[src/rtl/notgate_test_sequencer.sv]
// Self-test sequencer for one inverter cell: drives A with alternating 0/1 vectors,
// waits a settle interval, samples Z and counts every vector where Z is not ~A.
//
// Ports:
//   clk, rst_n (sync, active-low), start  - clock, reset, run request (IDLE only)
//   dut_a / dut_z                         - cell input driven / cell output sampled
//   busy, done, pass, fail_cnt            - run status, end pulse, result, mismatches
//   first_fail_idx, first_fail_z          - first-mismatch log (NOTGATE_FAIL_LOG_EN)
//
// Optional feature macro: NOTGATE_FAIL_LOG_EN adds the first-mismatch log outputs.

module notgate_test_sequencer #(
    parameter int SETTLE_CYC = 2,
    parameter int N_PASSES   = 4,
    parameter int CNT_W      = 8
) (
    input  logic             clk,
    input  logic             rst_n,
    input  logic             start,
    output logic             dut_a,
    input  logic             dut_z,
    output logic             busy,
    output logic             done,
    output logic             pass,
    output logic [CNT_W-1:0] fail_cnt
`ifdef NOTGATE_FAIL_LOG_EN
    ,
    output logic [6:0]       first_fail_idx,
    output logic             first_fail_z
`endif
);

    // Counter is sized for SETTLE_CYC-1; a 1-bit counter is kept even when
    // SETTLE_CYC is 0 or 1 so the declaration is always legal.
    localparam int SW = (SETTLE_CYC > 1) ? $clog2(SETTLE_CYC) : 1;
    localparam logic [SW-1:0] S_END =
        SW'((SETTLE_CYC > 0) ? SETTLE_CYC - 1 : 0);
    localparam logic [7:0] LAST = 8'(2 * N_PASSES - 1);

    typedef enum logic [2:0] {
        IDLE,
        DRIVE,
        SETTLE,
        SAMPLE,
        DONE
    } state_t;

    state_t           r_state;
    logic [7:0]       r_vec;
    logic [SW-1:0]    r_settle;
    logic             w_mis;
    logic [CNT_W-1:0] w_cnt_nxt;
`ifdef NOTGATE_FAIL_LOG_EN
    logic             r_logged;
`endif

    // Case inequality so a floating or unknown Z is a mismatch in simulation.
    assign w_mis     = (dut_z !== ~dut_a);
    assign w_cnt_nxt = (w_mis && (fail_cnt != '1))
                     ? fail_cnt + CNT_W'(1) : fail_cnt;

    always_ff @(posedge clk) begin
        if (!rst_n) begin
            r_state  <= IDLE;
            r_vec    <= '0;
            r_settle <= '0;
            dut_a    <= 1'b0;
            busy     <= 1'b0;
            done     <= 1'b0;
            pass     <= 1'b0;
            fail_cnt <= '0;
`ifdef NOTGATE_FAIL_LOG_EN
            r_logged       <= 1'b0;
            first_fail_idx <= '0;
            first_fail_z   <= 1'b0;
`endif
        end else begin
            done <= 1'b0;
            unique case (r_state)
                IDLE: begin
                    if (start) begin
                        r_state  <= DRIVE;
                        busy     <= 1'b1;
                        fail_cnt <= '0;
                        pass     <= 1'b0;
                        r_vec    <= '0;
`ifdef NOTGATE_FAIL_LOG_EN
                        r_logged       <= 1'b0;
                        first_fail_idx <= '0;
                        first_fail_z   <= 1'b0;
`endif
                    end
                end
                DRIVE: begin
                    dut_a    <= r_vec[0];
                    r_settle <= '0;
                    r_state  <= (SETTLE_CYC == 0) ? SAMPLE : SETTLE;
                end
                SETTLE: begin
                    if (r_settle == S_END) begin
                        r_state <= SAMPLE;
                    end else begin
                        r_settle <= r_settle + SW'(1);
                    end
                end
                SAMPLE: begin
                    fail_cnt <= w_cnt_nxt;
`ifdef NOTGATE_FAIL_LOG_EN
                    if (w_mis && !r_logged) begin
                        r_logged       <= 1'b1;
                        first_fail_idx <= r_vec[6:0];
                        first_fail_z   <= dut_z;
                    end
`endif
                    if (r_vec == LAST) begin
                        // Result is published together with the done pulse,
                        // so it already includes this final sample.
                        r_state <= DONE;
                        done    <= 1'b1;
                        pass    <= (w_cnt_nxt == '0);
                    end else begin
                        r_vec   <= r_vec + 8'd1;
                        r_state <= DRIVE;
                    end
                end
                DONE: begin
                    dut_a   <= 1'b0;
                    busy    <= 1'b0;
                    r_state <= IDLE;
                end
                default: begin
                    r_state <= IDLE;
                end
            endcase
        end
    end

endmodule
[config.mk]
export PLATFORM = sky130hd
export DESIGN_NAME = notgate_test_sequencer
export DESIGN_NICKNAME = d
export VERILOG_FILES = /design/src/rtl/notgate_test_sequencer.sv
export SDC_FILE = /design/constraint.sdc
export NUM_CORES = 1
export LEC_CHECK = 0
export CORE_MARGIN = 8
export CORE_UTILIZATION = 30
export CTS_BUF_LIST = sky130_fd_sc_hd__clkbuf_2 sky130_fd_sc_hd__clkbuf_4 sky130_fd_sc_hd__clkbuf_8
export CTS_CLUSTER_SIZE = 40
export DETAILED_ROUTE_END_ITERATION = 8
export SLEW_MARGIN = 30
export SYNTH_ARGS = -nofsm -noshare
export SYNTH_HDL_FRONTEND = slang
export SYNTH_SLANG_ARGS = --single-unit
[constraint.sdc]
create_clock -name clk -period 2.1 [get_ports clk]
set_input_delay 0.21 -clock clk [delete_from_list [all_inputs] [get_ports clk]]
set_output_delay 0.21 -clock clk [all_outputs]
set_load 0.02 [all_outputs]
* Word-level counts from Yosys, hierarchy flattened *
Cells that the tools add are included.

storage, ports and cells
  register bits = 24
  input port bits = 4
  logic and storage cells = 54
  output and inout port bits = 12

cells by class
  bitwise operators = 1
  equal/unequal tests = 11
  $add $sub $neg = 3
  multiplexer cells = 18
  reductions and logical operators = 13

operator list
  kind                                                  count
  one-hot mux 8 bit (2 select lines)                    2
  two-way mux 8 bit                                     3
  adder 8 x 1 -> 8 bit (second input constant)          2
  one-hot mux 3 bit (4 select lines)                    1
  two-way mux 3 bit                                     3
  equality test 8 x 3 -> 1 bit (second input constant)  1
  zero test 8 bit                                       1
  inequality test 2 bit (second input constant)         4
  inequality test 8 bit (second input constant)         1
  one-hot mux 1 bit (2 select lines)                    4
  AND reduction 2 bit                                   4
  nonzero test 2 bit                                    4
  equality test 3 x 2 -> 1 bit (second input constant)  2
  AND reduction 3 bit                                   2
  two-way mux 1 bit                                     5
  equality test 3 x 1 -> 1 bit (second input constant)  1
  equality test 3 bit (second input constant)           1
  zero test 3 bit                                       1
  adder 1 bit (second input constant)                   1
  logical AND 1 bit                                     1
  case inequality test 1 bit                            1
  NOT 1 bit                                             1

* Depth between registers and ports, before layout *
Gate-level depths: netlist (run 1).

  depth in word-level cells = 7
  mapped depth = 7
  mapped depth without buffers = 6

* Worst setup path before layout (run 1) *
Ideal clock, no wire load.

  path type = register -> register
  start point = register fail_cnt[0]
  end point = register fail_cnt[2]
  arrival = 1,556 ps
  buffers on the path = 0
  stages on the path, launching flop included = 7
  period minus slack after synthesis = 1,647 ps
  setup time = 91 ps
  data required time = 2,009 ps
  slack = 453 ps
  path through = dfxtp_1 -> ha_1 -> and4_1 -> a21boi_2 -> and2_1 -> a21oi_1 -> a311oi_1

between the ends
  cells in the longest elaborated chain, start to end = 4
  elaborated cells on any way between the ends = 5
  classes of those cells = add/sub: 1; eq/ne: 1; mux: 2; reduce/logical: 1

RTL lines
  what                                                          RTL line  RTL
  from (decl)                                                   25        output logic [CNT_W-1:0] fail_cnt
  from (signal assigned)                                        107       fail_cnt <= w_cnt_nxt;
  branches (longest 2 deep; another with adder 8 x 1 -> 8 bit)  --
  two-way mux 8 bit (*)                                         60        ? fail_cnt + CNT_W'(1) : fail_cnt;
  one-hot mux 8 bit (2 select lines) (*)                        79        unique case (r_state)

Mark *: on every way between the ends.
A chain may end at the register's enable or synchronous reset.

* Worst setup path in the final report (run 1) *
  start point = register r_vec[0]
  end point = register pass

between the ends
  cells in the longest elaborated chain, start to end = 3

RTL lines
  what                             RTL line  RTL
  from (decl)                      49        logic [7:0] r_vec;
  from (signal assigned)           122       r_vec <= r_vec + 8'd1;
  equality test 8 x 3 -> 1 bit     115       if (r_vec == LAST) begin
  inequality test 2 bit (no line)  --
  AND reduction 3 bit (no line)    --
  to (signal assigned)             120       pass <= (w_cnt_nxt == '0);
  to (decl)                        24        output logic pass,

No other way between the ends.

==> results of run 1 <==
-- synthesized netlist by cell type (all sizes together), types with 5 or more instances --
cell / instances / area, µm²
nand2: 11 / 43.8
a21oi: 7 / 46.3
inv: 5 / 18.8
and3: 9 / 56.3
nand4: 6 / 37.5
nor2: 16 / 60.1
o21ai: 7 / 35.0
buf: 6 / 30.0
dfxtp: 24 / 480
nand3: 7 / 35.0
xor2: 6 / 52.6
-- repair_timing --
action | 4_1_cts | 5_1_grt
setup endpoints to repair | 0 | 1
hold buffers | 0 | 0
buffers inserted | 0 | 0
resized for setup | 0 | 1
endpoints found under the hold margin | 0 | 0
-- critical path, delay by kind of cell, from the launching register on --
| family | cells | cell delay (ns) |
|---|---|---|
| compound gates | 1 | 0.20 |
| fa+ha+maj | 1 | 0.26 |
| flops | 1 | 0.45 |
| simple gates | 4 | 0.78 |
-- flip-flops by register name, indices dropped and copies added, names as in the netlist --
signal	count
dut_a	1
r_state	3
r_settle	1
r_vec	8
busy	1
done	1
fail_cnt	8
pass	1
-- where the power goes --
| group | internal [W] | switching [W] |
|---|---|---|
| Sequential | 0.000465 | 0.0000170 |
| Combinational | 0.0000485 | 0.0000541 |
| Clock | 0.000255 | 0.000150 |
-- per-layer routing --
layer	part of all wire [%]	global-route usage, %	vias up
li1	-	-	586
met1	49	13.0	530
met2	44	15.1	27
met3	5.8	2.76	2
met4	0.89	2.86	0
met5	0	0	-
-- cell families (layout without fill, tap and decap cells) --
logic type	Yosys count	count (layout)	share of synthesized area [%]
buffers and inverters	14	28	4.70
and+or+nand+nor	65	65	27.9
xor gates and xnor gates	8	8	5.48
adders and majority gates	2	2	1.96
muxes	3	3	2.45
DFF	24	24	37.6
AOI/OAI and AO/OA	35	35	20.0
-- worst max-delay path by stage --
stage	from	end	slack [ns]	depth (start not counted)
2_1_floorplan	fail_cnt[0]	fail_cnt[2]	0.45	6
3_3_place_gp	start	r_vec[0]	0.16	6
3_5_place_dp	start	r_vec[0]	0.09	6
4_1_cts	r_vec[0]	pass	0.21	6
5_1_grt	r_vec[0]	r_vec[2]	0.13	6
6_report	r_vec[0]	pass	0.31	6
-- cells in the final DEF (no fill, tap or decap), types with 2 or more instances in the layout --
| cell | count |
|---|---|
| a21oi_1 | 6 |
| a311oi_1 | 4 |
| a31oi_1 | 2 |
| and3_1 | 9 |
| and3b_1 | 3 |
| buf_4 | 4 |
| clkbuf_8 | 3 |
| clkdlybuf4s50_1 | 15 |
| dfxtp_1 | 24 |
| ha_1 | 2 |
| inv_1 | 5 |
| mux2i_1 | 2 |
| nand2_1 | 10 |
| nand3_1 | 7 |
| nand4_1 | 6 |
| nor2_1 | 16 |
| nor3_1 | 3 |
| o21ai_0 | 5 |
| o21ai_1 | 2 |
| o22ai_1 | 2 |
| o31ai_1 | 3 |
| xnor2_1 | 2 |
| xor2_1 | 6 |
-- per-stage QoR --
| step | total power (W) | util [%] | area, µm² |
|---|---|---|---|
| 2_1_floorplan | 0.000558 | - | 1280 |
| 3_3_place_gp | 0.000591 | 36.5 | 1480 |
| 3_5_place_dp | 0.000594 | 36.5 | 1480 |
| 4_1_cts | 0.00100 | 38.2 | 1550 |
| 5_1_grt | 0.00103 | 38.4 | 1560 |
| 6_report | 0.000989 | 38.4 | 1560 |
-- final cells by class --
class	instances	area, µm²	share of cell area, %
Clock buffer	3	41.3	2.65
Clock inverter	1	30.0	1.93
Inverter	5	18.8	1.20
Multi-Input combinational cell	113	744	47.8
Sequential cell	24	480	30.8
Tap cell	50	62.6	4.02
Timing Repair Buffer	19	180	11.6
==> summary.md, run 1 <==
| Metric | Value |
|---|---|
| Final TNS setup | 0 ns |
| RSZ-0062 raised after global routing | false |
| WP data arrival | 1.96 ns |
| 1st-iter DRT viols | 63 |
| Antenna-violating nets left | 0 |
| Post-DP HPWL | 2250 µm |
| Number of fill cells | 419 |
| Via-to-Cell Ratio | 5.33 |
| Register area share after synthesis | 37.6% |
| Total track usage | 9.82% |
| Non-filler instance count after layout | 215 |
| Worst Hold Depth | 2 |
| Mapped Cells | 151 |
| Warnings, synthesis | 0 |
| Slew Limit Fails | 0 |
| Worst slack at placement | 0.0942 ns |
| Max incr delay on CP | 0.45 ns |
| Syn_area_per_cell | 8.47 µm² |
| Routed wire per std cell | 14.2 µm |
| End of the worst hold path | pass |
| Post-synth net total | 157 |
| Core area | 0.00406 mm² |
| Crit Reg-Reg Endpoint | pass |
| CP max FO | 7 |
| Vias in the first global route | 1100 |
| Kind of critical path | flop to flop |
| Worst r2r src | r_vec[0] |
| Final period util | 85.1% |
| Leakage | 0.554 nW |
| R2r setup slk | 0.31 ns |
| Worst Setup Start Kind | flop |
| Crit-path most repeated cell | and3_1 |
| FP Rows | 23 |
| Register-to-Register Path Depth | 6 |
| Clock latency on the worst-skew pair | 0.27 ns |
| Largest net degree at the start of global routing | 15 |
| CTS Buf Count | 3 |
| Clock Pin Slew Worst Setup and Hold Paths | 0.08 ns |
| Crit end category | flop |
| Layout Skew | 0.00217 ns |
| Initial antenna violation count | 0 |
| Fin. Hold Viols | 0 |
| Total wire length | 3040 µm |
| Max Fclk | 0.560 GHz |
| Layout cells sized above 1 | 10.3% |
| Min Tclk post-route | 1.79 ns |
| Post-route DRC | 0 |
| Worst hold slack | 0.494 ns |
| Final nets | 172 |
| # placed instances | 211 |
| DR pass1 iterations | 4 |
| HP Start | pass |
| Clock net sink count | 24 |
| Least-Margin Pin Slew | 0.449 ns |
| DIE WIDTH | 81.3 µm |
| Synthesized area | 0.00128 mm² |
| Post-route worst setup slack | 0.313 ns |
| Worst-path cell chain | ha_1 > nor4b_2 > and3_1 > and3_1 > nand2b_1 > o31ai_1 |
| Congestion Overflow GR | 0 |
| Routability cong. | 0.860 |
| EDFF count, synth | 0 |
| Die area | 0.00661 mm² |
| Global-route wire length before repair | 5260 µm |
| Max-cap violations | 0 |
| Worst Hold Class | flop to flop |
| Vias | 1145 |
| FF+latch count, synth | 24 |
| Critical path data required time | 2.28 ns |
| Count of port buffers added during placement | 15 |
| Pwr/cell area | 635 mW/mm² |
| Diode count | 0 |
| Post-synth ARST share | 0% |
| Max transition margin | 70.1% |
| Top FF cell, synth | dfxtp_1 |
| CTS tree | built |
| Maximum VDD drop | 0.000533 V |
| Die height | 81.3 µm |
| Effective utilization at floorplan | 31.5% |
| Slowest-stage cell, CP | dfxtp_1 |
| Area growth syn-to-layout | 21.8% |
| H-Tree Depth | 1 |
| Outcome | finished, final reports clean |
| Worst-case clock buffer depth | 2 |
| Num ports | 16 |
| Synth unique cells | 45 |
| Root buf cell | clkbuf_8 |
| Final setup vio count | 0 |
(Power assumes the default switching activity.)
==> run 2: changes to the inputs <==
- CTS_CLUSTER_SIZE: 40 -> default
==> results of run 2 <==
Same layout as run 1: the final DEF is identical, and so are final timing and power.
==> run 3: changes to the inputs <==
- CORE_UTILIZATION: 30 -> 40
- GPL_ROUTABILITY_DRIVEN: default -> 1
- TNS_END_PERCENT: default -> 1
==> summary.md, run 3 (synthesis gave the netlist of run 1 again) <==
| Metric | Value |
|---|---|
| Outcome | finished, final reports clean |
| Total track usage | 11.4% (+1.6 points) |
| Vias in the first global route | 1101 (+0.091%) |
| Pwr Total | 0.000921 W (-6.9%) |
| Area growth syn-to-layout | 19.8% |
| RSZ-0062 raised after global routing | false |
| Die height | 72.5 µm (-11%) |
| Effective utilization at floorplan | 41.9% (+10 points) |
| Top flop regs | fail_cnt: 8 flops, r_vec: 8 flops, r_state: 3 flops |
| Final setup vio count | 0 (unchanged) |
| Clock net sink count | 24 (unchanged) |
| WP data arrival | 2.06 ns (+0.10 ns) |
| Total wire length | 2940 µm (-3.4%) |
| Layout cells sized above 1 | 10.3% (unchanged) |
| Clock Pin Slew Worst Setup and Hold Paths | 0.14 ns (+0.06 ns) |
| Root buf cell | clkbuf_4 |
| CTS tree | built |
| Fin area | 0.00153 mm² (-1.7%) |
| Max transition margin | 70.0% (-0.071 points) |
| Antenna-violating nets left | 0 (unchanged) |
| Commonest cells after routing, fill and taps aside | 24 x dfxtp_1, 16 x nor2_1, 15 x clkdlybuf4s50_1 |
| Max-cap violations | 0 (unchanged) |
| Largest net degree at the start of global routing | 15 (unchanged) |
| Routed wire per std cell | 14.1 µm (-0.64%) |
| DR pass1 iterations | 4 (unchanged) |
| Min Tclk post-route | 1.81 ns (+0.0242 ns) |
| Max Fclk | 0.552 GHz (-1.3%) |
| Count of port buffers added during placement | 15 (unchanged) |
| Vias | 1156 (+0.96%) |
| H-Tree Depth | 1 (unchanged) |
| Slew Limit Fails | 0 (unchanged) |
| Critical path data required time | 2.35 ns (+0.07 ns) |
| Die area | 0.00526 mm² (-20%) |
| Least-Margin Pin Slew | 0.450 ns (+0.00107 ns) |
| # placed instances | 205 (-2.8%) |
| Number of fill cells | 301 (-28%) |
| Initial antenna violation count | 0 (unchanged) |
| Worst slack at placement | 0.0926 ns (-0.00158 ns) |
| Crit end category | flop |
| Leakage | 0.545 nW (-1.5%) |
| Post-route worst setup slack | 0.289 ns (-0.0242 ns) |
| 1st-iter DRT viols | 57 (-9.5%) |
| Worst-case clock buffer depth | 2 (unchanged) |
| Worst Hold Class | flop to flop |
| Congestion Overflow GR | 0 (unchanged) |
| Via-to-Cell Ratio | 5.53 (+3.9%) |
| R2r setup slk | 0.29 ns (-0.02 ns) |
| Kind of critical path | flop to flop |
| DIE WIDTH | 72.5 µm (-11%) |
| Maximum VDD drop | 0.000296 V (-44%) |
| Fin. Hold Viols | 0 (unchanged) |
| Post-route DRC | 0 (unchanged) |
| Final nets | 172 (unchanged) |
| CP max FO | 7 (unchanged) |
| Pwr/cell area | 601 mW/mm² (-5.3%) |
| Area occupied by multi-input gates | 744 µm² (unchanged) |
| Global-route wire length before repair | 4970 µm (-5.6%) |
| Register Area | 480 µm² (unchanged) |
| Final period util | 86.2% (+1.2 points) |
| Non-filler instance count after layout | 209 (-2.8%) |
| Diode count | 0 (unchanged) |
| Routability cong. | 0.809 (-6.0%) |
| Post-DP HPWL | 2120 µm (-5.7%) |
| Layout Skew | 0.00548 ns (+0.00331 ns) |
| Clock latency on the worst-skew pair | 0.32 ns (+0.05 ns) |
| Post-place instance area | 0.00147 mm² (-0.51%) |
| CTS Buf Count | 3 (unchanged) |
| Core area | 0.00305 mm² (-25%) |
| Num ports | 16 (unchanged) |
| Most common cell after layout, fill and taps aside | dfxtp_1 |
| FP Rows | 20 (-13%) |
| Final TNS setup | 0 ns (unchanged) |
| Worst Setup Start Kind | flop |
## run 3: cell counts in the layout (fill, tap and decap cells not counted)
No cell type changed its count.
## run 3: final cells by class
type,count,area share [%]
Clock buffer,3,1.47
Multi-Input combinational cell,113,48.6
Tap cell,44,3.59
Clock inverter,1,1.96
Sequential cell,24,31.4
Inverter,5,1.23
Timing Repair Buffer,19,11.8
## run 3: repair_timing
action                                  in CTS  in global routing
endpoints found under the setup margin       0                  1
buffers inserted                             0                  0
hold buffers                                 0                  0
resized for setup                            0                  1
## run 3: worst paths after layout
kind                 start  endpoint  cells after the start
hold reg to reg       busy      busy                      2
setup reg to reg  r_vec[0]      pass                      6
setup / recovery  r_vec[0]      pass                      6
hold / removal        busy      busy                      2
## run 3: per-stage QoR
stage | utilization [%] | hold slack, ns
after CTS | 50.0 | 0.516
after detailed placement | 48.2 | 0.489
after global routing | 50.2 | 0.532
after floorplan | - | 0.356
final | 50.2 | 0.511
after global placement | 48.2 | 0.474
## run 3: report_power, final
| part | total [W] | switching, W | internal [W] |
|---|---|---|---|
| clock network | 0.000342 | 0.000149 | 0.000193 |
| logic | 0.0000971 | 0.0000528 | 0.0000443 |
| registers | 0.000482 | 0.0000163 | 0.000465 |
| total | 0.000921 | 0.000218 | 0.000703 |
## run 3: routing by layer
metal  vias up  global-route usage (%)  share of wire, %
li1        579                       -                 -
met1       545                    15.8                51
met2        28                    16.8                43
met3         4                    2.89               5.0
met4         0                    3.33               1.1
met5         -                       0                 0
## run 3: critical path, stage by stage, from the launching register on
cell      delay, ns
dfxtp_1        0.47
ha_1           0.25
nor4b_2        0.27
and3_1         0.27
and3_1         0.21
nand2b_1       0.06
o31ai_1        0.20
